$ cat src/rtl/ahb_arbiter_if.sv
// Arbitration signal bundle between the AHB masters/bus fabric and the arbiter.
// The slave modport is the arbiter's view; the master modport is the requesters' view.
interface ahb_arbiter_if #(
    parameter int NUM_MASTERS = 4
);
    localparam int MW = $clog2(NUM_MASTERS);

    logic [NUM_MASTERS-1:0] HBUSREQ;
    logic [NUM_MASTERS-1:0] HLOCK;
    logic [1:0]             HTRANS;
    logic [2:0]             HBURST;
    logic                   HREADY;
    logic [NUM_MASTERS-1:0] HGRANT;
    logic [MW-1:0]          HMASTER;
    logic                   HMASTLOCK;

    modport slave (
        input  HBUSREQ, HLOCK, HTRANS, HBURST, HREADY,
        output HGRANT, HMASTER, HMASTLOCK
    );

    modport master (
        output HBUSREQ, HLOCK, HTRANS, HBURST, HREADY,
        input  HGRANT, HMASTER, HMASTLOCK
    );
endinterface

$ cat src/rtl/ahb_arbiter.sv
// Round-robin AHB arbiter. Grant is held inside fixed-length bursts and locked
// sequences, and moves while the last beat's address is on the bus so the next
// owner can start without a dead cycle.
module ahb_arbiter #(
    parameter int NUM_MASTERS    = 4,
    parameter int DEFAULT_MASTER = 0
) (
    input  logic        clock,
    input  logic        HRESET,
    ahb_arbiter_if.slave bus
);
    localparam int MW = $clog2(NUM_MASTERS);

    typedef enum logic [1:0] {
        TRANS_IDLE   = 2'd0,
        TRANS_BUSY   = 2'd1,
        TRANS_NONSEQ = 2'd2,
        TRANS_SEQ    = 2'd3
    } trans_e;

    logic [MW-1:0]          g;
    logic [MW-1:0]          g_next;
    logic [MW-1:0]          sel;
    logic [MW-1:0]          master_q;
    logic                   mastlock_q;
    logic [4:0]             cnt;
    logic [4:0]             cnt_next;
    logic                   rearb;
    logic [NUM_MASTERS-1:0] grant;

    // Beats remaining after the first address phase of a burst (INCR counts as
    // a single beat so undefined-length bursts never hold the bus).
    function automatic logic [4:0] beats_after_first(input logic [2:0] burst);
        case (burst)
            3'd2, 3'd3: return 5'd3;
            3'd4, 3'd5: return 5'd7;
            3'd6, 3'd7: return 5'd15;
            default:    return 5'd0;
        endcase
    endfunction

    // Burst tracking: count down accepted beats; IDLE aborts, BUSY pauses.
    always_comb begin
        // NOTE: every signal written here gets a default first so no path leaves it unassigned (no latch).
        cnt_next = cnt;
        if (bus.HREADY) begin
            case (trans_e'(bus.HTRANS))
                TRANS_NONSEQ: cnt_next = beats_after_first(bus.HBURST);
                TRANS_SEQ:    if (cnt != 5'd0) cnt_next = cnt - 5'd1;
                TRANS_IDLE:   cnt_next = 5'd0;
                default:      cnt_next = cnt;
            endcase
        end
    end

    // Round-robin search starting after the current holder, ending with it.
    always_comb begin
        logic          found;
        int            idx;
        logic [MW-1:0] cand;
        sel   = MW'(DEFAULT_MASTER);
        found = 1'b0;
        idx   = 0;
        cand  = '0;
        for (int i = 1; i <= NUM_MASTERS; i++) begin
            idx  = (int'(g) + i) % NUM_MASTERS;
            cand = MW'(idx);
            if (!found && bus.HBUSREQ[cand]) begin
                found = 1'b1;
                sel   = cand;
            end
        end
    end

    // Next grant: move only on a rearbitration edge (not locked, burst ending).
    always_comb begin
        rearb  = bus.HREADY && !bus.HLOCK[g] && (cnt_next <= 5'd1);
        g_next = rearb ? sel : g;
    end

    // State register: everything holds during wait states.
    always_ff @(posedge clock or negedge HRESET) begin
        if (!HRESET) begin
            g          <= MW'(DEFAULT_MASTER);
            master_q   <= MW'(DEFAULT_MASTER);
            mastlock_q <= 1'b0;
            cnt        <= 5'd0;
        end else begin
            // NOTE: non-blocking so master_q captures the old grant, not g_next.
            cnt <= cnt_next;
            if (bus.HREADY) begin
                g          <= g_next;
                master_q   <= g;
                mastlock_q <= bus.HLOCK[g];
            end
        end
    end

    // Output decode: one-hot grant and registered ownership.
    always_comb begin
        grant    = '0;
        grant[g] = 1'b1;
    end

    assign bus.HGRANT    = grant;
    assign bus.HMASTER   = master_q;
    assign bus.HMASTLOCK = mastlock_q;
endmodule

$ cat src/flat_wrapper.sv
// flat-port wrapper written by rule: the top's interface ports become plain ports
module ahb_arbiter_flat 
#(
    parameter int NUM_MASTERS    = 4,
    parameter int DEFAULT_MASTER = 0
)
  (clock, HRESET, bus_HBUSREQ, bus_HLOCK, bus_HTRANS, bus_HBURST, bus_HREADY, bus_HGRANT, bus_HMASTER, bus_HMASTLOCK);
  ahb_arbiter_if #(.NUM_MASTERS(NUM_MASTERS)) bus_i ();
  input  logic clock;
  input  logic HRESET;
  input wire logic [$bits(bus_i.HBUSREQ)-1:0] bus_HBUSREQ;
  input wire logic [$bits(bus_i.HLOCK)-1:0] bus_HLOCK;
  input wire logic [$bits(bus_i.HTRANS)-1:0] bus_HTRANS;
  input wire logic [$bits(bus_i.HBURST)-1:0] bus_HBURST;
  input wire logic [$bits(bus_i.HREADY)-1:0] bus_HREADY;
  output wire logic [$bits(bus_i.HGRANT)-1:0] bus_HGRANT;
  output wire logic [$bits(bus_i.HMASTER)-1:0] bus_HMASTER;
  output wire logic [$bits(bus_i.HMASTLOCK)-1:0] bus_HMASTLOCK;
  assign bus_i.HBUSREQ = bus_HBUSREQ;
  assign bus_i.HLOCK = bus_HLOCK;
  assign bus_i.HTRANS = bus_HTRANS;
  assign bus_i.HBURST = bus_HBURST;
  assign bus_i.HREADY = bus_HREADY;
  assign bus_HGRANT = bus_i.HGRANT;
  assign bus_HMASTER = bus_i.HMASTER;
  assign bus_HMASTLOCK = bus_i.HMASTLOCK;
  ahb_arbiter #(.NUM_MASTERS(NUM_MASTERS), .DEFAULT_MASTER(DEFAULT_MASTER)) u_core (.clock(clock), .HRESET(HRESET), .bus(bus_i));
endmodule
$ cat config.mk
export PLATFORM = sky130hd
export DESIGN_NAME = ahb_arbiter_flat
export DESIGN_NICKNAME = d
export VERILOG_FILES = /design/src/rtl/ahb_arbiter_if.sv /design/src/rtl/ahb_arbiter.sv /design/src/flat_wrapper.sv
export SDC_FILE = /design/constraint.sdc
export NUM_CORES = 1
export LEC_CHECK = 0
export ABC_AREA = 1
export CORE_MARGIN = 4
export CORE_UTILIZATION = 27
export DETAILED_ROUTE_END_ITERATION = 6
export GPL_TIMING_DRIVEN = 0
export PLACE_DENSITY_LB_ADDON = 0.05
export SYNTH_ARGS = -nofsm -noshare
export SYNTH_HDL_FRONTEND = slang
export SYNTH_SLANG_ARGS = --single-unit
$ cat constraint.sdc
create_clock -name clock -period 2.4 [get_ports clock]
set_clock_uncertainty 0.05 [all_clocks]
set_input_delay 0.24 -clock clock [delete_from_list [all_inputs] [get_ports clock]]
set_output_delay 0.24 -clock clock [all_outputs]
set_load 0.02 [all_outputs]
Word level (Yosys, flattened, before mapping)
Index checks and enable logic that the tools add are counted.

cells by class
  mux-type cells = 23
  reductions and logical operators = 16
  magnitude comparators = 7
  shifts and indexed selects = 0
  equal/unequal tests = 8
  $mul = 0
  bitwise operators = 0
  divide/modulo/power cells = 0
  $add $sub $neg = 5

operator list
  operator               count
  $lt A2 B3 Y1 const B   5
  $pmux W5 S3            1
  $eq A3 B3 Y1 const B   4
  $pmux W4 S3            1
  $bmux W1 S2            5
  $mux W5                2
  $mux W1                9
  $mux W2                4
  $eq A3 B2 Y1 const B   2
  $logic_and A1 B1 Y1    6
  $reduce_or A2 Y1       3
  $le A5 B1 Y1 const B   1
  $reduce_bool A5 Y1     1
  $sub A5 B1 Y5 const B  1
  $add A2 B1 Y2 const B  2
  $add A2 B2 Y2 const B  2
  $eq A2 B2 Y1 const B   2
  $logic_not A1 Y1       4
  $demux W1 S2           1
  $ge A2 B1 Y1 const B   1
  $logic_not A2 Y1       1
  $reduce_and A2 Y1      1

word-level totals
  latch bits = 0
  input port bits = 16
  bits in read-only memories = 0
  memories kept = 0
  logic and storage cells = 63
  register bits after elaboration = 10
  bits in writable memories = 0
  output and inout port bits = 7

Longest topological paths before layout
Gate-level depths: netlist (run 1).

  depth after elaboration = 13
  depth in mapped cells = 13
  gate-level depth less buffers = 13

Worst setup path before layout (run 1)
No wires, ideal clock.

  kind = reg2reg
  start point = reg u_core.g[1]
  end point = reg u_core.g[0]
  path slack = 0.687 ns
  cell stages (with the launch flop) = 13
  setup time = 0.117 ns
  arrival time = 1.546 ns
  path buffers = 0
  clock period less this slack = 1.713 ns
  required time = 2.233 ns
  path through = dfrtp_1 -> inv_1 -> ha_1 -> inv_1 -> o211ai_1 -> nand2_1 -> inv_1 -> nand2_1 -> nor2_2 -> nor2_4 -> nand3_1 -> nand2_1 -> nand2_1

between the ends
  word-level cells in the longest chain between the ends = 13
  elaborated cells between the ends (all ways) = 31
  those cells by class = add/sub: 4; mux: 17; reduce/logical: 10

RTL lines
  element                        RTL line           source
  from (decl)                    ahb_arbiter.sv:21  logic [MW-1:0] g;
  from (signal assigned)         ahb_arbiter.sv:84  g <= MW'(DEFAULT_MASTER);
  from (signal assigned)         ahb_arbiter.sv:92  g <= g_next;
  $add A2 B1 Y2                  ahb_arbiter.sv:66  idx = (int'(g) + i) % NUM_MASTERS;
  $bmux W1 S2                    ahb_arbiter.sv:68  if (!found && bus.HBUSREQ[cand]) begin
  $mux W1 (implied by the code)  ahb_arbiter.sv:68
  $mux W1                        ahb_arbiter.sv:68
  $logic_not A1 Y1               ahb_arbiter.sv:68
  $logic_and A1 B1 Y1            ahb_arbiter.sv:68
  $mux W1                        ahb_arbiter.sv:68
  $logic_not A1 Y1               ahb_arbiter.sv:68
  $logic_and A1 B1 Y1            ahb_arbiter.sv:68
  $mux W1                        ahb_arbiter.sv:68
  $logic_not A1 Y1               ahb_arbiter.sv:68
  $logic_and A1 B1 Y1            ahb_arbiter.sv:68
  $mux W2                        ahb_arbiter.sv:68

Parallel ways exist; a longest one is shown, timed or not. The select of a mux whose other input is x is not followed.
A chain may end at the register's enable or synchronous reset.

Worst setup path after layout (run 1)
  start point = reg u_core.g[1]
  end point = out bus_HGRANT[1]

between the ends
  word-level cells in the longest chain between the ends = 4
  elaborated cells between the ends (all ways) = 5
  those cells by class = order compare: 2; mux: 2; reduce/logical: 1

RTL lines
  element                                                             RTL line            source
  $lt A2 B3 Y1 (implied by the code) or $ge A2 B1 Y1 (tied branches)  ahb_arbiter.sv:102  grant[g] = 1'b1;
  $logic_and A1 B1 Y1 (implied by the code)                           ahb_arbiter.sv:102
  $mux W1 (implied by the code)                                       ahb_arbiter.sv:102
  $demux W1 S2 *                                                      n/a
  to (decl)                                                           flat_wrapper.sv:16  output wire logic [$bits(bus_i.HGRANT)-1:0] bus_HGRANT;

Mark *: on every way between the ends. The rest lies on a longest branch, timed or not.

==> flow_summary.toml, run 1 <==
[floorplan]
core_um2 = 3030
io_pins = 23
die_y_um = 64.2
fp.dieW_um = 64.2
initial_core_util_pct = 28.2
rows = 20
die-area_um2 = 4120

[synth]
netlist_instances = 125
syn_avg_cell_area_um2 = 6.83
yosysWarnings = 0
synthesis.nets = 146
synth_top_area_share_pct = 29.3
syn_area_um2 = 853
ys_seq_elements = 10
yosys.area.top_type = "dfrtp_1"
yosysSeqAreaShare_pct = 29.3
synthTopCellsByArea = "dfrtp_1 29%, nand2_1 16%, inv_1 7.9%"
synth.distinct_cells = 23

[critical_path]
critPathMaxFanout = 7
critPathArrivalTime_ps = 1740
crit_path_end_kind = "output port"
reg2reg_depth = 12
r2r-start = "u_core.g[1]"
critical_path_class = "flip-flop to output port"
r2r_setup_slack_ps = 410
rr_endpoint = "u_core.g[0]"
critical_path_required_ps = 2110
start_kind = "flip-flop"

[timing]
period_minus_slack_ps = 2030
setup_violations = 0
fmax_ghz = 0.492
slew_headroom_pct = 70.4
drv_slew = 0
period_share_pct = 84.6
rsz0062_at_grt = "false"
final-hold-violation-count = 0
setup_tns_ps = 0
tightest_slew_ps = 443

[routing]
top_layer = "met4"
ant_nets = 0
wl_met2_um = 960
vias = 856
route.met3.wl_um = 97
via_per_inst = 4.41
wl_met1_um = 800
wire_per_inst_um = 9.80
dr.pass1.iters = 4
drc_errors = 0
drtIter0Drc = 30
wl_um = 1900

[global_route]
grt_first_pass_wirelength_um = 3540
grt_pass1_vias = 900
gr-total-overflow = 0
antenna_found_initial = 0
grt_max_degree = 11
grt_usage_pct = 10.5

[power_and_ir_drop]
max-vdd-ir-drop_mv = 0.343
leakagePower_nw = 0.571
power_density_nw_per_um2 = 925

[finish]
antennaDiodeCount = 0
final_area_um2 = 1150
final_cells = 194
area_delta_synth_final_pct = 35.3
drive_gt1_share_pct = 12.7
fill_cells = 331
nets = 172

[clocking]
cts_buffers = 3
post-cts-setup-buffer-count = 0
cts_tree = "yes"
cts_hold_buf = 0
cts_sinks = 10
clockBufferDepth = 2
clkLatencyLatePin_ps = 260
cts_repair_resize_count = 0
path_clk_slew_ps = 70
cts-root-buf = "clkbuf_4"
h-tree-depth = 1

[job]
cap_viol_max_count = 0

[place]
place_inst = 190
io_buffers = 21
hpwlAfterDp_um = 1630
dpl-instance-area_um2 = 1120
gp_congestion = 0.795

[worst_hold_path]
min_path_type = "input port to async pin"

[status]
outcome = "finished clean"
registers in the layout, summed over array words and instances, names as in the netlist:
register	count
u_core.bus.HMASTLOCK	1
u_core.cnt	5
u_core.g	2
u_core.bus.HMASTER	2
cell usage in the layout, fill, tap and decap left out, types with 4 or more instances in the layout:
cell	netlist	routed
nor2_1	9	9
dfrtp_1	10	10
inv_1	18	18
ha_1	5	5
o21ai_1	4	4
clkdlybuf4s50_1	0	21
o21ai_0	8	8
nand3_1	8	8
nand2_1	37	37
per-layer routing:
metal,GRT usage [%],up-vias
li1,-,446
met1,11.3,382
met2,19.4,24
met3,1.76,4
met4,5.54,0
met5,0,-
where the power goes:
part / total (W) / switching (W) / internal [W]
clock: 0.000149 / 0.0000567 / 0.0000920
sequential: 0.000263 / 0.0000492 / 0.000214
combinational: 0.000656 / 0.000376 / 0.000280
cell families (layout without fill, tap and decap cells):
kind of cell,Yosys count,after routing,share of synthesized area [%]
AND/OR/NAND/NOR,67,67,36.2
buffers and inverters,22,47,10.6
AO/OA/AOI/OAI,20,20,15.4
flip-flops,10,10,29.3
multiplexers,1,1,1.17
adder cells (fa/ha/maj),5,5,7.33
worst max-delay path: stages, from the launching register on:
cell,delay [ps]
dfrtp_1,470
inv_1,220
ha_1,190
clkdlybuf4s50_1,600
per-stage QoR:
stage / util (%) / total power [W] / hold WS (ps) / setup WS, ps
6_report: 38.1 / 0.00107 / 236 / 369
5_1_grt: 38.1 / 0.00119 / 278 / 157
4_1_cts: 38.1 / 0.00109 / 258 / 333
3_5_place_dp: 36.9 / 0.000932 / 426 / 386
3_3_place_gp: 36.9 / 0.000927 / 418 / 422
2_1_floorplan: - / 0.000731 / -106 / 687
how the worst max path moves through the flow:
stage	from	end	cells past startpoint
floorplan	u_core.g[1]	u_core.g[0]	12
global placement	u_core.g[1]	u_core.g[0]	12
detailed placement	u_core.g[1]	u_core.g[0]	12
CTS	u_core.g[1]	bus_HGRANT[1]	3
global route	u_core.g[1]	u_core.g[0]	12
finish	u_core.g[1]	bus_HGRANT[1]	3
area by class of cell:
type | count | area (um^2) | area share, %
well taps | 44 | 55.1 | 4.77
repair buffers | 21 | 210 | 18.2
inverters | 21 | 78.8 | 6.83
multi-input cells | 93 | 513 | 44.4
plain buffers | 1 | 11.3 | 0.975
flip-flops and latches | 10 | 250 | 21.7
clock buffers | 4 | 36.3 | 3.14
synth_stat cells:
cell	n
or2_1	2
o21ai_2	1
mux2i_1	1
nand3_1	8
inv_2	3
o211ai_2	1
nand4_1	3
inv_1	18
a21oi_4	1
a21oi_1	2
ha_1	5
buf_6	1
o21ai_1	4
nand2_1	37
nor2_2	1
a22o_1	1
or2_2	1
nor2_4	3
o211ai_1	2
dfrtp_1	10
nor2_1	9
nand2_2	3
o21ai_0	8
Note: power is estimated with default switching activity, not from simulation.
==> inputs of run 2 (changes only) <==
==> constraint.sdc (replaced) <==
create_clock -name clock -period 1.6 [get_ports clock]
set_clock_uncertainty 0.05 [all_clocks]
set_input_delay 0.16 -clock clock [delete_from_list [all_inputs] [get_ports clock]]
set_output_delay 0.16 -clock clock [all_outputs]
set_load 0.02 [all_outputs]
==> flow_summary.toml, run 2 (same netlist as run 1, synthesis figures left out) <==
[floorplan]
initial_core_util_pct = 28.2
core_um2 = 3030
die_y_um = 64.2
die-area_um2 = 4120
io_pins = 23
rows = 20
fp.dieW_um = 64.2

[critical_path]
reg2reg_depth = 10
start_kind = "flip-flop"
r2r_setup_slack_ps = -30
critical_path_class = "flip-flop to flip-flop"
critPathArrivalTime_ps = 1730
rr_endpoint = "u_core.g[0]"
r2r-start = "u_core.cnt[3]"
critPathMaxFanout = 4
crit_path_end_kind = "flip-flop"
critical_path_required_ps = 1700

[timing]
postLayoutSetupSlackWorst_ps = -32.3
fmax_ghz = 0.613
rsz0062_at_grt = "true"
period_share_pct = 102
tightest_slew_ps = 464
drv_slew = 0
slew_headroom_pct = 69.0
final-hold-violation-count = 0
hold_ws_ps = 172
period_minus_slack_ps = 1630
setup_violations = 2

[place]
place_inst = 190
hpwlAfterDp_um = 1640
gp_congestion = 0.838
io_buffers = 21
dp_worst_setup_slack_ps = -313

[routing]
wl_met2_um = 1060
top_layer = "met4"
ant_nets = 0
vias = 886
dr.pass1.iters = 4
drc_errors = 0
via_per_inst = 4.39
drtIter0Drc = 32
wl_met1_um = 932
wire_per_inst_um = 10.3
route.met3.wl_um = 62
wl_um = 2090

[global_route]
gr-total-overflow = 0
grt_usage_pct = 11.3
grt_first_pass_wirelength_um = 3720
antenna_found_initial = 0
grt_pass1_vias = 886
grt_max_degree = 11

[finish]
largest_register_ff_count = 5
fin_util_pct = 42.3
final_cell_mix = "34 x nand2_1, 16 x clkdlybuf4s50_1, 12 x inv_1"
antennaDiodeCount = 0
nets = 181
drive_gt1_share_pct = 30.4
final_cells = 202
multi_input_area_um2 = 588
seq_area_um2 = 253
fill_cells = 333
final_common_cell = "nand2_1"
top_register = "u_core.cnt"
area_delta_synth_final_pct = 50.0

[clocking]
cts_tree = "yes"
path_clk_slew_ps = 60
cts_sinks = 10
clockBufferDepth = 2
cts_buffers = 3
h-tree-depth = 1
cts_hold_buf = 0
clkLatencyLatePin_ps = 260
cts-root-buf = "clkbuf_4"

[power_and_ir_drop]
max-vdd-ir-drop_mv = 0.565
power_density_nw_per_um2 = 1410
leakagePower_nw = 0.618

[status]
outcome = "finished with violations"
violations = "setup timing"

[job]
cap_viol_max_count = 0

[worst_hold_path]
min_path_type = "input port to async pin"
==> run 2: worst max-delay path, cell delays in order, from the launching register on <==
cell,delay [ps]
dfrtp_1,410
nor2_1,230
nand3_4,130
nand3_2,100
nand2_2,70
a21oi_4,150
nand2_2,80
nor2_4,140
nand3_2,80
nand2_1,50
nand2_1,40
==> run 2: layout make-up <==
| cell class | count | area share [%] |
|---|---|---|
| plain buffers | 1 | 0.880 |
| flip-flops and latches | 10 | 19.7 |
| inverters | 21 | 6.74 |
| well taps | 44 | 4.30 |
| multi-input cells | 93 | 45.9 |
| repair buffers | 30 | 20.6 |
| clock buffers | 3 | 1.76 |
==> run 2: worst max path at each step <==
| stage | start | endpoint | slack, ps | depth (start not counted) |
|---|---|---|---|---|
| after floorplan | u_core.g[1] | u_core.g[0] | 0.6 | 8 |
| after global placement | bus_HREADY | u_core.g[0] | -310 | 12 |
| after detailed placement | bus_HREADY | u_core.g[0] | -310 | 12 |
| after CTS | u_core.g[0] | u_core.g[0] | -50 | 12 |
| after global routing | u_core.cnt[1] | u_core.g[0] | -150 | 13 |
| final | u_core.cnt[3] | u_core.g[0] | -30 | 10 |
==> run 2: what timing repair did <==
action | in CTS | in global routing
endpoints found under the setup margin | 6 | 4
pin swaps | 9 | 11
resized for setup | 21 | 11
setup buffers | 7 | 2
==> run 2: stage by stage <==
| step | instance area [um^2] | setup TNS, ps | power (W) |
|---|---|---|---|
| 6_report | 1280 | -50.4 | 0.00180 |
| 4_1_cts | 1250 | -87.2 | 0.00178 |
| 5_1_grt | 1280 | -292 | 0.00199 |
| 2_1_floorplan | 866 | 0 | 0.00114 |
| 3_5_place_dp | 1130 | -623 | 0.00144 |
| 3_3_place_gp | 1130 | -664 | 0.00144 |
==> run 2: power by group <==
group / switching [W] / internal, W
sequential: 0.0000697 / 0.000325
clock: 0.0000791 / 0.0000866
combinational: 0.000678 / 0.000561
total: 0.000827 / 0.000973
==> run 2: per-layer routing <==
layer | track usage, % | vias to the layer above
met5 | 0 | -
met4 | 5.54 | 0
met3 | 1.76 | 2
met1 | 13.3 | 398
li1 | - | 468
met2 | 19.9 | 18
==> inputs of run 3 (changes only) <==
--- a/config.mk
+++ b/config.mk
@@ -10,7 +10,6 @@
 export CORE_UTILIZATION = 27
 export DETAILED_ROUTE_END_ITERATION = 6
 export GPL_TIMING_DRIVEN = 0
-export PLACE_DENSITY_LB_ADDON = 0.05
 export SYNTH_ARGS = -nofsm -noshare
 export SYNTH_HDL_FRONTEND = slang
 export SYNTH_SLANG_ARGS = --single-unit
==> flow_summary.toml, run 3 (same netlist as run 1, synthesis figures left out) <==
[critical_path]
cp-startpoint = "u_core.g[0]"
critPathArrivalTime_ps = 1750
critical_path_required_ps = 1700
r2r-start = "u_core.g[0]"
rr_endpoint = "u_core.g[0]"
critical_path_class = "flip-flop to flip-flop"
start_kind = "flip-flop"
crit_path_end_kind = "flip-flop"
reg2reg_depth = 12
critPathMaxFanout = 6
r2r_setup_slack_ps = -50
endpoint = "u_core.g[0]"

[power_and_ir_drop]
total_power_w = 0.00171
power_density_nw_per_um2 = 1360
leakagePower_nw = 0.608
max-vdd-ir-drop_mv = 0.648

[global_route]
grt_max_degree = 11
grt_pass1_vias = 925
grt_first_pass_wirelength_um = 3800
antenna_found_initial = 0
gr-total-overflow = 0
grt_usage_pct = 11.5

[clocking]
cts_tree = "yes"
clkLatencyLatePin_ps = 250
cts_sinks = 10
path_clk_slew_ps = 60
cts_buffers = 3
h-tree-depth = 1
cts-root-buf = "clkbuf_4"
clockBufferDepth = 2
cts_hold_buf = 0

[floorplan]
rows = 20
die_y_um = 64.2
fp.dieW_um = 64.2
initial_core_util_pct = 28.2
io_pins = 23
die-area_um2 = 4120
core_um2 = 3030

[place]
hpwlAfterDp_um = 1580
gp_congestion = 0.884
place_inst = 190
io_buffers = 21
dpl-instance-area_um2 = 1130

[timing]
fmax_ghz = 0.607
hold_ws_ps = 167
period_share_pct = 103
period_minus_slack_ps = 1650
tightest_slew_ps = 448
postLayoutSetupSlackWorst_ps = -48.4
rsz0062_at_grt = "true"
setup_violations = 2
slew_headroom_pct = 70.0
final-hold-violation-count = 0
drv_slew = 0

[routing]
wire_per_inst_um = 10.3
drtIter0Drc = 29
wl_um = 2060
via_per_inst = 4.48
vias = 891
drc_errors = 0
dr.pass1.iters = 4
ant_nets = 0

[finish]
nets = 178
final_area_um2 = 1260
antennaDiodeCount = 0
final_cell_mix = "32 x nand2_1, 16 x clkdlybuf4s50_1, 11 x inv_1"
top_register = "u_core.cnt"
drive_gt1_share_pct = 29.0
area_delta_synth_final_pct = 47.5
largest_register_ff_count = 5
fin_util_pct = 41.6
final_common_cell = "nand2_1"
final_cells = 199

[worst_hold_path]
min_path_type = "input port to async pin"

[status]
outcome = "finished with violations"
violations = "setup timing"

[job]
cap_viol_max_count = 0
run 3: changes by cell type in the layout (fill, tap and decap cells not counted), sizes merged:
cell,before,now
dlygate4sd2,3,2
clkdlybuf4s15,0,1
buf,10,8
clkbuf,5,3
dlymetal6s2s,0,1
run 3: final cells by class:
class                           instances  area, um^2
Clock buffer                            3        22.5
Fill cell                             336        1770
Inverter                               21        83.8
Sequential cell                        10         253
Tap cell                               44        55.1
Buffer                                  1        11.3
Multi-Input combinational cell         93         583
Timing Repair Buffer                   27         250
run 3: power breakdown:
part / total (W) / switching (W) / internal (W) / leakage [nW]
Clock: 0.000163 / 0.0000762 / 0.0000864 / 0.0138
Sequential: 0.000388 / 0.0000627 / 0.000326 / 0.124
Combinational: 0.00116 / 0.000659 / 0.000499 / 0.471
Total: 0.00171 / 0.000798 / 0.000911 / 0.608
run 3: worst max-delay path, stage by stage (launching register included):
cell      delay [ps]
dfrtp_2          450
inv_4            110
ha_4             210
inv_2             70
o211ai_1          90
nand2_1          120
inv_2             50
nand2_2           60
nor2_2            50
nor2_4           100
nand3_1           90
nand2_1           60
nand2_1           40
run 3: layer usage:
metal  vias up  global-route usage (%)  part of all wire [%]
met5         -                       0                     0
met4         0                    5.54                   2.6
met3         6                    2.99                   6.0
met2        29                    19.5                    48
met1       395                    13.3                    43
li1        461                       -                     -
run 3: worst min-delay path by stage:
stage | slack [ps] | to
global route | 190 | u_core.bus.HMASTLOCK
floorplan | -190 | u_core.bus.HMASTER[0]
CTS | 180 | u_core.cnt[2]
global placement | 420 | u_core.bus.HMASTER[1]
finish | 170 | u_core.cnt[2]
detailed placement | 430 | u_core.bus.HMASTER[1]
run 3: timing repair:
item                                    CTS  global route
endpoints found under the setup margin    6             4
pin swaps                                 2            10
buffers inserted                          3             3
resized for setup                        18            13
run 3: through the flow:
| stage | setup TNS (ps) | setup WS (ps) |
|---|---|---|
| 2_1_floorplan | 0 | 0.567 |
| 3_3_place_gp | -606 | -279 |
| 3_5_place_dp | -602 | -288 |
| 4_1_cts | -106 | -66.5 |
| 5_1_grt | -440 | -221 |
| 6_report | -63.2 | -48.4 |
